--- config.mk ---
export PLATFORM = sky130hd
export DESIGN_NAME = taylor_seq_ctrl
export DESIGN_NICKNAME = d
export VERILOG_FILES = /design/src/rtl/taylor_seq_ctrl_pkg.sv /design/src/rtl/taylor_seq_ctrl_booth.sv /design/src/rtl/taylor_seq_ctrl.sv
export SDC_FILE = /design/constraint.sdc
export NUM_CORES = 1
export LEC_CHECK = 0
export BUFFER_PORTS_ARGS = -buffer_cell sky130_fd_sc_hd__buf_2
export CAP_MARGIN = 40
export CORE_MARGIN = 1
export CORE_UTILIZATION = 60
export DETAILED_ROUTE_END_ITERATION = 12
export HOLD_SLACK_MARGIN = 0.15
export PLACE_DENSITY = 0.91
export SLEW_MARGIN = 20
export SYNTH_ARGS = -nofsm -noshare
export SYNTH_HDL_FRONTEND = slang
export SYNTH_HIERARCHICAL = 1
export SYNTH_SLANG_ARGS = --single-unit
export TNS_END_PERCENT = 20
--- constraint.sdc ---
create_clock -name clk -period 7.7 [get_ports clk]
set_input_delay 0 -clock clk [delete_from_list [all_inputs] [get_ports clk]]
set_output_delay 0 -clock clk [all_outputs]
set_load 0.02 [all_outputs]
--- src/rtl/taylor_seq_ctrl_pkg.sv ---
// rtl/taylor_seq_ctrl_pkg.sv - shared constants, state type and helpers for the Taylor sequencer
// Purpose: function encodings, 1/k! coefficient table in Q1.15, Q1.15 constants,
//          FSM state type, and small helpers for term selection, sign and saturation.
// Ports:   none (package).
package taylor_seq_ctrl_pkg;

  localparam logic [1:0] FN_EXP = 2'd0;
  localparam logic [1:0] FN_SIN = 2'd1;
  localparam logic [1:0] FN_COS = 2'd2;
  localparam logic [1:0] FN_ILL = 2'd3;

  localparam logic [15:0] C1 = 16'h7FFF;
  localparam logic [15:0] C2 = 16'h4000;
  localparam logic [15:0] C3 = 16'h1555;
  localparam logic [15:0] C4 = 16'h0555;
  localparam logic [15:0] C5 = 16'h0111;
  localparam logic [15:0] C6 = 16'h002E;
  localparam logic [15:0] C7 = 16'h0007;
  localparam logic [15:0] C8 = 16'h0001;

  localparam logic [15:0] ONE_Q15 = 16'h8000;
  localparam logic [15:0] SAT_POS = 16'h7FFF;

  typedef enum logic [3:0] {
    S_IDLE,
    S_LOAD,
    S_POW_START,
    S_POW_WAIT,
    S_COEF_START,
    S_COEF_WAIT,
    S_ACC,
    S_NEXT,
    S_DONE
  } state_e;

  function automatic logic [15:0] coef(input logic [3:0] k);
    case (k)
      4'd1:    return C1;
      4'd2:    return C2;
      4'd3:    return C3;
      4'd4:    return C4;
      4'd5:    return C5;
      4'd6:    return C6;
      4'd7:    return C7;
      4'd8:    return C8;
      default: return 16'h0000;
    endcase
  endfunction

  // exp uses every k, sin the odd ones, cos the even ones.
  function automatic logic k_sel(input logic [1:0] fn, input logic [3:0] k);
    case (fn)
      FN_SIN:  return k[0];
      FN_COS:  return ~k[0];
      default: return 1'b1;
    endcase
  endfunction

  // sin subtracts at k=3,7 and cos at k=2,6: in both cases exactly when k[1] is set.
  function automatic logic k_neg(input logic [1:0] fn, input logic [3:0] k);
    return (fn != FN_EXP) && k[1];
  endfunction

  // Q2.30 -> Q1.15 by >>>15. The only out-of-range product is exactly +1.0
  // ((-1)*(-1)), which is clamped to the largest positive Q1.15 value.
  function automatic logic [15:0] sat_q15(input logic [31:0] prod);
    if (prod[31:30] == 2'b01) return SAT_POS;
    return prod[30:15];
  endfunction

endpackage

--- src/rtl/taylor_seq_ctrl_booth.sv ---
// rtl/taylor_seq_ctrl_booth.sv - 16x16 signed radix-2 Booth multiplier, fixed latency 17
// Purpose: sequential signed multiplier, one Booth step per cycle.
// Ports:   clk, rst (sync, active-high), start (load operands),
//          a/b (signed operands), done (1-cycle pulse 17 cycles after start),
//          p (signed product, valid from done and held until the next start).
module booth_mul16 (
  input  logic        clk,
  input  logic        rst,
  input  logic        start,
  input  logic [15:0] a,
  input  logic [15:0] b,
  output logic        done,
  output logic [31:0] p
);

  // 17-bit partial accumulator so that acc - (-32768) cannot overflow.
  logic [16:0] acc_q, acc_d;
  logic [15:0] q_q, q_d;
  logic        qm1_q, qm1_d;
  logic [15:0] m_q, m_d;
  logic [4:0]  cnt_q, cnt_d;
  logic        done_q, done_d;
  logic [16:0] m_ext;
  logic [16:0] sum;

  always_comb begin
    acc_d  = acc_q;
    q_d    = q_q;
    qm1_d  = qm1_q;
    m_d    = m_q;
    cnt_d  = cnt_q;
    done_d = 1'b0;
    m_ext  = {m_q[15], m_q};
    sum    = acc_q;
    case ({q_q[0], qm1_q})
      2'b01:   sum = acc_q + m_ext;
      2'b10:   sum = acc_q - m_ext;
      default: sum = acc_q;
    endcase
    if (start) begin
      acc_d = 17'd0;
      q_d   = b;
      qm1_d = 1'b0;
      m_d   = a;
      cnt_d = 5'd16;
    end else if (cnt_q != 5'd0) begin
      // Arithmetic shift of {acc, q, q-1} right by one.
      {acc_d, q_d, qm1_d} = {sum[16], sum, q_q};
      cnt_d  = cnt_q - 5'd1;
      done_d = (cnt_q == 5'd1);
    end
  end

  always_ff @(posedge clk) begin
    if (rst) begin
      acc_q  <= 17'd0;
      q_q    <= 16'd0;
      qm1_q  <= 1'b0;
      m_q    <= 16'd0;
      cnt_q  <= 5'd0;
      done_q <= 1'b0;
    end else begin
      acc_q  <= acc_d;
      q_q    <= q_d;
      qm1_q  <= qm1_d;
      m_q    <= m_d;
      cnt_q  <= cnt_d;
      done_q <= done_d;
    end
  end

  assign done = done_q;
  assign p    = {acc_q[15:0], q_q};

endmodule

--- src/rtl/taylor_seq_ctrl.sv ---
// rtl/taylor_seq_ctrl.sv - Taylor-series sequencer for exp/sin/cos on one shared Booth multiplier
// Purpose: schedules power and coefficient multiplies, accumulates signed terms,
//          reports one Q17.15 result per accepted request.
// Ports:   clk, rst (sync, active-high), start (request, sampled in IDLE),
//          func (0 exp, 1 sin, 2 cos, 3 illegal), x (Q1.15 argument),
//          busy, done (1-cycle, result valid same cycle), result (Q17.15), err (1-cycle).
module taylor_seq_ctrl
  import taylor_seq_ctrl_pkg::*;
#(
  parameter int unsigned K_MAX = 8,
  parameter int unsigned W     = 16
) (
  input  logic         clk,
  input  logic         rst,
  input  logic         start,
  input  logic [1:0]   func,
  input  logic [W-1:0] x,
  output logic         busy,
  output logic         done,
  output logic [31:0]  result,
  output logic         err
);

  localparam logic [3:0] K_LAST = 4'(K_MAX);

  state_e       state_q, state_d;
  logic [3:0]   k_q, k_d;
  logic [15:0]  x_q, x_d;
  logic [1:0]   fn_q, fn_d;
  logic [15:0]  p_q, p_d;
  logic [31:0]  acc_q, acc_d;
  logic [31:0]  result_q, result_d;
  logic         err_q, err_d;

  logic         mul_start;
  logic [15:0]  mul_a, mul_b;
  logic         mul_done;
  logic [31:0]  mul_p;
  logic [15:0]  prod_q15;
  logic [31:0]  term;

  booth_mul16 u_mul (
    .clk   (clk),
    .rst   (rst),
    .start (mul_start),
    .a     (mul_a),
    .b     (mul_b),
    .done  (mul_done),
    .p     (mul_p)
  );

  assign prod_q15 = sat_q15(mul_p);
  assign term     = {{16{prod_q15[15]}}, prod_q15};

  always_comb begin
    state_d   = state_q;
    k_d       = k_q;
    x_d       = x_q;
    fn_d      = fn_q;
    p_d       = p_q;
    acc_d     = acc_q;
    result_d  = result_q;
    err_d     = 1'b0;
    mul_start = 1'b0;
    mul_a     = p_q;
    mul_b     = x_q;
    case (state_q)
      S_IDLE: begin
        if (start) begin
          if (func == FN_ILL) begin
            err_d = 1'b1;
          end else begin
            x_d     = x;
            fn_d    = func;
            p_d     = x;
            k_d     = 4'd1;
            state_d = S_LOAD;
          end
        end
      end
      S_LOAD: begin
        acc_d   = (fn_q == FN_SIN) ? 32'd0 : {16'd0, ONE_Q15};
        state_d = k_sel(fn_q, k_q) ? S_COEF_START : S_NEXT;
      end
      S_POW_START: begin
        mul_start = 1'b1;
        state_d   = S_POW_WAIT;
      end
      S_POW_WAIT: begin
        if (mul_done) begin
          p_d     = prod_q15;
          state_d = k_sel(fn_q, k_q) ? S_COEF_START : S_NEXT;
        end
      end
      S_COEF_START: begin
        mul_start = 1'b1;
        mul_b     = coef(k_q);
        state_d   = S_COEF_WAIT;
      end
      S_COEF_WAIT: begin
        if (mul_done) state_d = S_ACC;
      end
      S_ACC: begin
        // The multiplier holds its product after done, so the term is read here.
        acc_d   = k_neg(fn_q, k_q) ? (acc_q - term) : (acc_q + term);
        state_d = S_NEXT;
      end
      S_NEXT: begin
        if (k_q == K_LAST) begin
          result_d = acc_q;
          state_d  = S_DONE;
        end else begin
          k_d     = k_q + 4'd1;
          state_d = S_POW_START;
        end
      end
      S_DONE: state_d = S_IDLE;
      default: state_d = S_IDLE;
    endcase
  end

  always_ff @(posedge clk) begin
    if (rst) begin
      state_q  <= S_IDLE;
      k_q      <= 4'd0;
      x_q      <= 16'd0;
      fn_q     <= FN_EXP;
      p_q      <= 16'd0;
      acc_q    <= 32'd0;
      result_q <= 32'd0;
      err_q    <= 1'b0;
    end else begin
      state_q  <= state_d;
      k_q      <= k_d;
      x_q      <= x_d;
      fn_q     <= fn_d;
      p_q      <= p_d;
      acc_q    <= acc_d;
      result_q <= result_d;
      err_q    <= err_d;
    end
  end

  assign busy   = (state_q != S_IDLE) && (state_q != S_DONE);
  assign done   = (state_q == S_DONE);
  assign result = result_q;
  assign err    = err_q;

endmodule

==> results of run 1 <==
==> layer usage <==
layer	GRT usage	part of all wire	up-vias
li1	-	-	4794
met1	0.4239	0.40	4712
met2	0.5532	0.48	581
met3	0.06844	0.093	90
met4	0.1363	0.030	0
met5	0	0	-
==> per-stage QoR <==
| stage | setup slack (ps) | hold slack, ps |
|---|---|---|
| after floorplan | 3194 | 136.0 |
| final | 2529 | 402.1 |
| after global routing | 2242 | 414.2 |
| after CTS | 2596 | 380.7 |
| after detailed placement | 2622 | 267.9 |
| after global placement | 2813 | 260.0 |
==> worst paths after layout <==
kind | startpoint | endpoint | slack (ps) | depth (start not counted)
max reg2reg | u_mul/acc_q[15] | acc_q[31] | 2530 | 21
min reg2reg | result[22] | result[22] | 450 | 2
min | x[4] | x_q[4] | 400 | 4
max | u_mul/acc_q[15] | acc_q[31] | 2530 | 21
==> synthesized netlist by cell type (6+ instances only) <==
| library cell | n |
|---|---|
| inv_1 | 31 |
| nand2b_1 | 12 |
| nor3_1 | 27 |
| nand4_1 | 10 |
| and2_1 | 8 |
| and3_1 | 6 |
| o21ai_0 | 71 |
| a31oi_1 | 10 |
| dfxtp_1 | 171 |
| clkbuf_1 | 67 |
| nor2_1 | 161 |
| o21bai_1 | 6 |
| xnor2_1 | 48 |
| a22oi_1 | 9 |
| mux2i_1 | 26 |
| xor2_1 | 20 |
| nand3_1 | 18 |
| a21oi_1 | 186 |
| a211oi_1 | 25 |
| a21oi_2 | 9 |
| ha_1 | 62 |
| nand2_1 | 258 |
| nor2b_1 | 9 |
| a21o_1 | 21 |
| nor4_1 | 7 |
| o211ai_1 | 8 |
==> layout make-up <==
class                      instances  area [um^2]  area share
clock buffer                      18        439.2     0.03806
clock inverter                    14        161.4     0.01399
timing repair buffer             108        782.0     0.06777
sequential                       171         3423      0.2966
inverter                          31        116.4     0.01008
tap                              220        275.3     0.02385
multi-input combinational       1082         6342      0.5496
==> layout by cell type, fill, tap and decap left out, types with 4 or more instances in the layout <==
cell / count
and3_1: 6
a31oi_1: 10
a21o_1: 21
dlygate4sd3_1: 36
nor3_1: 27
nand4_1: 10
nor4_1: 7
inv_1: 31
o211ai_1: 8
mux2i_1: 26
buf_4: 14
dfxtp_1: 171
xnor2_1: 48
ha_1: 62
a21oi_2: 11
inv_6: 4
o31ai_1: 4
clkinv_4: 4
or3_1: 4
nor2_1: 159
a21oi_1: 184
clkbuf_16: 17
o21bai_1: 6
xor2_1: 20
nor2b_1: 9
nand3_1: 18
nand2b_1: 12
o21ai_0: 71
and2_1: 8
buf_2: 55
nand2_1: 258
a211oi_1: 25
a22oi_1: 9
==> timing repair <==
| item | 4_1_cts | 5_1_grt |
|---|---|---|
| hold endpoints to repair | 81 | 0 |
| hold buffers | 36 | 0 |
| gates resized for setup | 0 | 0 |
==> worst min-delay path, stage by stage <==
cell	delay [ps]
dlygate4sd3_1	540
buf_2	150
nand2_1	60
a21oi_1	50
==> power breakdown <==
group	switching, uW	internal [uW]
registers	111	969
logic	1600	994
clock network	389	494
==> state kept, by name, indices dropped and copies added, names as in the netlist, named ones only <==
signal and cells:
result 32, x_q 16, acc_q 32, mul_a 16
k_q 4, u_mul/qm1_q 1, u_mul/acc_q 16, u_mul/done 1
u_mul/m_q 16, state_q 4, u_mul/cnt_q 5, err 1
u_mul/q_q 16, fn_q 2
==> cells by family (layout without fill, tap and decap cells) <==
kind of cell             Yosys count  after routing
buffers and inverters            102            171
adder cells (fa/ha/maj)           64             64
multiplexers                      27             27
AND/OR/NAND/NOR                  544            544
AO/OA/AOI/OAI                    379            379
flip-flops                       171            171
XOR/XNOR                          68             68
==> results.toml, run 1 <==
[critical_path]
cp_slowest_cell = "or4_4"
critPathTopFamily = "simple AND/OR/NAND/NOR gates"
crit_type = "reg -> reg"
cp_common_cell = "a21oi_1"
crit_chain = "nor2b_1, buf_4, nor2_4, nand2_2, or4_4, or3_4, nor4b_4, nand2_2, ha_1, nor2_1, nor2_1, ha_1, a21oi_1, o21bai_1, a21oi_1, o221a_2, o31ai_1, a21oi_1, o21ai_0, mux2_2, a311o_1"
path_buf_inv = 1
worstPathMaxFanout = 20
cpPeakStageDelay_ps = 500
critPathRequiredTime_ps = 8030
worst_setup_path_end_kind = "register"
arrival_ps = 5500
cp-start-kind = "register"

[synth]
muxShareOfSynthArea = 0.02680
yosysWarnings = 6
ys_types = 69
synth.area.top_cells = "dfxtp_1, nand2_1, a21oi_1"
synthXorXnorAreaFrac = 0.05879
synth_top_family_by_area = "simple AND/OR/NAND/NOR gates"
yosysSeqAreaShare = 0.3379
yosys_register_bits = 171
synth_top_flop_cell = "dfxtp_1"
synth.top_cell.area_share = 0.3379
synth_edf_count = 0
netlist_area_mm2 = 0.01013
ys_async_sr_fraction = 0
synthAdderAreaFrac = 0.08052
synthSimpleGateAreaFrac = 0.2354
avgSynthCellArea_um2 = 7.477
synth_compound_area_frac = 0.2213
yosysTopAreaCell = "dfxtp_1"
synthCells = 1355
synthesis.nets = 1440

[power]
p_per_area_mw_per_mm2 = 395.1
ir_drop_mv = 0.2529
p_leak_uw = 0.004725
p_total_uw = 4559

[place]
io_buffers = 55
gp_congestion = 0.9813
dpl_cell_area_mm2 = 0.01058
dp_hpwl_mm = 18.92
place_inst = 1576

[layout]
nNetsFinal = 1496
diodes = 0
finalNonFillerCells = 1644
utilization = 0.6983
layout-drive-gt1-share = 0.09551
fillers = 1207
area_growth_pct = 13.91
postLayoutCellArea_mm2 = 0.01154

[clock_network]
clock_sink_count = 171
htreeDepth = 4
clk_latency_ps = 440
cts_buffer_depth = 2
cts_tree = "built"
path_clk_slew_ps = 70
cts_setup_buffers = 0
cts_made_buffers = 17
root_buffer = "clkbuf_16"

[global_route]
grt_pass1_wl_mm = 47.21
grt_max_degree = 66
grt_pass1_vias = 9695
antenna_found_initial = 0
grt_usage = 0.3340
overflow = 0

[outcome]
run_status = "finished clean"

[timing]
layout_min_cycle_time_ps = 5171
relSlewSlack = 0.4137
setup_viol = 0
tightest_slew_ps = 876.2
setup_tns_ps = 0
clock_skew_ps = 7.161
drv_slew = 0
fmax_mhz = 193.4
fin_crit_sh = 0.6715
rsz0062_at_grt = "no"
finalHoldViolations = 0

[floorplan]
fp.dieW_um = 131.9
ios = 56
die_area_mm2 = 0.01741
fp-row-count = 47
core-area_mm2 = 0.01652
start_util = 0.6131
die_h_um = 131.9

[detailed_routing]
wire_per_inst_um = 17.76
drc = 0
antenna_left = 0
drtIter0Drc = 1130
route.vias.total = 10180
wl_mm = 29.19
drt-vias-per-instance = 6.190
first_pass_iters = 5

[hold_path]
holdCritPathClass = "in -> reg"

[run]
maxCapViolCount = 0
Power figures use the tool's default switching activity.
==> run 2: changes to the inputs <==
Clock period 7.7 ns to 4.8 ns, I/O delays scaled along.
==> run 2 against run 1 <==
Combinational power is 64% higher; critical endpoint unchanged; global-route usage grew 0.83 points; sequential power is 60% higher; highest routed layer unchanged; die area unchanged; cell area is 1.9% higher; clock-buffer cell count stayed put; first-iteration DRC count about the same; hold slack improved by 49 ps.
==> results.toml, run 2 (synthesis gave the netlist of run 1 again) <==
[power]
p_clk_frac = 0.196
ir_drop_mv = 0.4538
p_switching_uw = 3417
p_int_uw = 4027
p_total_uw = 7445
combinationalPowerShare = 0.572
p_leak_uw = 0.004826
switching_share = 0.4590
p_per_area_mw_per_mm2 = 633.3
power_frac_seq = 0.232

[run]
maxCapViolCount = 0

[timing]
setup_tns_ps = 0
tightest_slew_ps = 870.9
fin_hold_ws_ps = 451.4
setup_viol = 0
drv_slew = 0
relSlewSlack = 0.4194
finalHoldViolations = 0
layout_min_cycle_time_ps = 4565
fin_crit_sh = 0.9510
fmax_mhz = 219.1
clock_skew_ps = 10.61

[layout]
fillers = 1184
area_growth_pct = 16.04
postLayoutCellArea_mm2 = 0.01176
layout-drive-gt1-share = 0.1046
diodes = 0
utilization = 0.7114
nNetsFinal = 1515
most-common-layout-cells = "nand2_1, a21oi_1, dfxtp_1, nor2_1, o21ai_0"
multiInputGateArea_mm2 = 0.006367
final_common_cell = "nand2_1"
final-seq-area_mm2 = 0.003425

[detailed_routing]
drt-vias-per-instance = 6.295
first_pass_iters = 8
drtIter0Drc = 1131
route.vias.total = 10470
wire_per_inst_um = 18.20
drc = 0
antenna_left = 0
wl_mm = 30.27

[hold_path]
whs_path_depth = 2
holdCritPathClass = "reg -> reg"
hold_start = "result[11]"
min_to = "result[11]"

[critical_path]
timing.rr.end = "acc_q[31]"
rr_worst_depth = 19
r2r_setup_slack_ps = 240
arrival_ps = 4890
crit_type = "reg -> reg"
worst_setup_path_end_kind = "register"
critPathRequiredTime_ps = 5130
cp-start-kind = "register"
reg2reg_from = "u_mul/acc_q[14]"
worstPathMaxFanout = 7

[clock_network]
clock_sink_count = 171
cts_buffer_depth = 2
path_clk_slew_ps = 70
cts_made_buffers = 17
clk_latency_ps = 440
htreeDepth = 4
root_buffer = "clkbuf_16"
cts_tree = "built"

[floorplan]
fp.dieW_um = 131.9
core-area_mm2 = 0.01652
ios = 56
die_area_mm2 = 0.01741
fp-row-count = 47
start_util = 0.6131
die_h_um = 131.9

[place]
gp_congestion = 0.9473
io_buffers = 55
dp_hpwl_mm = 18.77
dpl_cell_area_mm2 = 0.01061

[global_route]
grt_max_degree = 72
antenna_found_initial = 0
grt_pass1_wl_mm = 47.81
grt_pass1_vias = 9628
overflow = 0
grt_usage = 0.3424

[outcome]
run_status = "finished clean"
## run 2: worst max-delay path by stage
stage,cells after the start,end,start,slack [ps]
floorplan,22,acc_q[31],u_mul/acc_q[15],290
global placement,19,acc_q[31],u_mul/acc_q[1],210
detailed placement,20,acc_q[31],u_mul/acc_q[14],120
CTS,20,acc_q[31],u_mul/acc_q[14],80
global route,20,acc_q[31],u_mul/acc_q[14],-8
finish,19,acc_q[31],u_mul/acc_q[14],240
## run 2: metal layers
layer | global-route usage | vias up | share of wire
met5 | 0 | - | 0
met4 | 0.1751 | 0 | 0.048
met3 | 0.07343 | 176 | 0.085
met2 | 0.5620 | 641 | 0.46
met1 | 0.4233 | 4800 | 0.40
li1 | - | 4851 | -
## run 2: worst max-delay path, stage by stage, from the launching register on
cell	delay, ps
dfxtp_1	320
nor2b_4	150
nor2_4	140
nand2_2	90
or4_4	510
or3_4	380
nor4b_4	350
nand2_4	90
buf_4	190
a21oi_1	130
ha_1	260
a21oi_1	100
o21bai_1	280
a21oi_1	80
o221a_2	300
o31ai_2	180
a21oi_1	90
o21ai_1	150
mux2_2	370
a311o_1	310
## run 2: layout make-up
cell class / count / share of cell area
Multi-Input combinational cell: 1082 / 0.5416
Sequential cell: 171 / 0.2913
Timing Repair Buffer: 127 / 0.08120
Clock buffer: 18 / 0.03736
Tap cell: 220 / 0.02341
Clock inverter: 14 / 0.01522
Inverter: 31 / 0.009898
## run 2: timing repair
item	4_1_cts	5_1_grt
hold buffers	45	0
setup buffers	0	3
endpoints found under the setup margin	0	5
hold endpoints to repair	66	0
gates resized for setup	0	8
## run 2: power by group through the flow
stage,registers [uW],clock network (uW),logic (uW)
2_1_floorplan,1690,0,3110
3_3_place_gp,1730,0,3820
3_5_place_dp,1750,0,3920
4_1_cts,1710,1450,4030
5_1_grt,1740,1520,4610
6_report,1730,1460,4260
## run 2: through the flow
| stage | cells | setup WS [ps] |
|---|---|---|
| 6_report | 1663 | 235.4 |
| 5_1_grt | 1663 | -7.678 |
| 4_1_cts | 1657 | 77.65 |
| 3_5_place_dp | 1580 | 117.2 |
| 3_3_place_gp | 1577 | 208.8 |
| 2_1_floorplan | 1355 | 293.7 |
==> run 3: changes to the inputs <==
Settings changed: REMOVE_ABC_BUFFERS set to 1.
==> run 3 against run 2 <==
Die area unchanged; combinational power down 2%; clock-buffer cell count unchanged; worst setup slack worse by 81 ps; sequential cell count unchanged; non-clock buffer count down 12; critical path depth up 1; routed wire length down 3.4%; final cell count down 0.72%; sequential share of layout area up 0.29 points; critical path type unchanged; largest cell class unchanged; highest routed layer unchanged.
==> results.toml, run 3 (synthesis gave the netlist of run 1 again) <==
[clock_network]
clk_latency_ps = 450
cts_made_buffers = 17
root_buffer = "clkbuf_16"
cts_setup_buffers = 0
cts_buffer_depth = 2
path_clk_slew_ps = 70
cts_tree = "built"
clock_sink_count = 171
htreeDepth = 4

[timing]
tightest_slew_ps = 841.1
finalHoldViolations = 0
layout_min_cycle_time_ps = 4646
fmax_mhz = 215.2
rsz0062_at_grt = "yes"
drv_slew = 0
fin_crit_sh = 0.9679
setup_viol = 0
setup_tns_ps = 0
fin_hold_ws_ps = 394.1
relSlewSlack = 0.4372
clock_skew_ps = 17.74

[critical_path]
crit_chain = "nor2b_2, nor2_4, nand2_2, or4_4, or3_4, nor4b_4, nand2_4, ha_1, nor2_1, nor2_1, ha_1, a21oi_1, o21bai_1, a21oi_1, o221a_2, o31ai_1, a21oi_1, o21ai_2, mux2_2, a311o_1"
crit_start = "u_mul/acc_q[14]"
critPathRequiredTime_ps = 5130
cp_common_cell = "a21oi_1"
path_buf_inv = 0
r2r_setup_slack_ps = 150
reg2reg_from = "u_mul/acc_q[14]"
worst_setup_path_end_kind = "register"
crit_type = "reg -> reg"
critPathTopFamily = "simple AND/OR/NAND/NOR gates"
cp_slowest_cell = "or4_4"
cp-start-kind = "register"
worstPathMaxFanout = 9
cpPeakStageDelay_ps = 510
arrival_ps = 4980

[layout]
fillers = 1166
nNetsFinal = 1503
diodes = 0
final_common_cell = "nand2_1"
multiInputGateArea_mm2 = 0.006372
layout-drive-gt1-share = 0.1027
most-common-layout-cells = "nand2_1, a21oi_1, dfxtp_1, nor2_1, o21ai_0"
final-seq-area_mm2 = 0.003423
finalNonFillerCells = 1651
area_growth_pct = 14.86

[detailed_routing]
wl_met2_mm = 13.18
antenna_left = 0
drtIter0Drc = 1169
route.vias.total = 10340
met1Wirelength_mm = 12.20
dr_wl_met3_mm = 2.520
highest_layer = "met4"
drt-vias-per-instance = 6.262
drc = 0
wire_per_inst_um = 17.70
wl_mm = 29.23
first_pass_iters = 8

[floorplan]
start_util = 0.6131
fp-row-count = 47
ios = 56
die_h_um = 131.9
die_area_mm2 = 0.01741
core-area_mm2 = 0.01652
fp.dieW_um = 131.9

[global_route]
grt_max_degree = 73
grt_pass1_vias = 9541
grt_pass1_wl_mm = 47.26
overflow = 0
grt_usage = 0.3354
antenna_found_initial = 0

[power]
p_leak_uw = 0.004765
ir_drop_mv = 0.4993
p_total_uw = 7368
p_per_area_mw_per_mm2 = 633.2

[run]
maxCapViolCount = 0

[place]
dp_hpwl_mm = 18.41
place_inst = 1582
io_buffers = 55
gp_congestion = 0.9604

[hold_path]
holdCritPathClass = "in -> reg"
hold_start = "x[15]"

[outcome]
run_status = "finished clean"
==> run 3: cell count changes in the layout (fill, tap and decap cells not counted), sizes merged <==
cell and delta:
dlygate4sd3 -9, buf -3, clkinv +1, inv -1
==> run 3: path summary, 6_finish.rpt <==
check,cells past startpoint,end
max,20,acc_q[31]
min,4,x_q[15]
max reg2reg,20,acc_q[31]
min reg2reg,2,result[16]
==> run 3: through the flow <==
step           setup WS [ps]  area, um^2  utilization
2_1_floorplan         -669.7        9849            -
3_3_place_gp           269.3       10580       0.6401
3_5_place_dp           156.7       10630       0.6432
4_1_cts                115.2       11600       0.7020
5_1_grt               -36.70       11640       0.7042
6_report               153.9       11640       0.7042
==> run 3: layout make-up <==
class                   count  area share
clock buffers              18     0.03688
clock inverters            14     0.01559
inverters                  31     0.01000
multi-input cells        1082      0.5476
flip-flops and latches    171      0.2942
well taps                 220     0.02366
repair buffers            115     0.07204
==> run 3: timing repair <==
item	in CTS	in global routing
endpoints found under the hold margin	80	0
setup endpoints to repair	0	4
hold buffers	36	0
gates resized for setup	0	7
==> run 3: routing by layer <==
layer | vias to the layer above | global-route usage
met5 | - | 0
li1 | 4840 | -
met3 | 136 | 0.07536
met2 | 570 | 0.5265
met1 | 4793 | 0.4286
met4 | 0 | 0.1828
==> run 3: power by group <==
part	switching, uW	internal (uW)	leakage [uW]	total [uW]
sequential	179	1550	0.00139	1730
clock	667	792	0.000298	1460
combinational	2530	1640	0.00308	4180
==> run 3: worst register-to-register path, stage by stage, from the launching register on <==
cell and delay, ps:
dfxtp_1 320, nor2b_2 210, nor2_4 150, nand2_2 90, or4_4 510, or3_4 380, nor4b_4 360, nand2_4 150
ha_1 310, nor2_1 40, nor2_1 90, ha_1 170, a21oi_1 80, o21bai_1 210, a21oi_1 100, o221a_2 290
o31ai_1 210, a21oi_1 120, o21ai_2 90, mux2_2 350, a311o_1 320
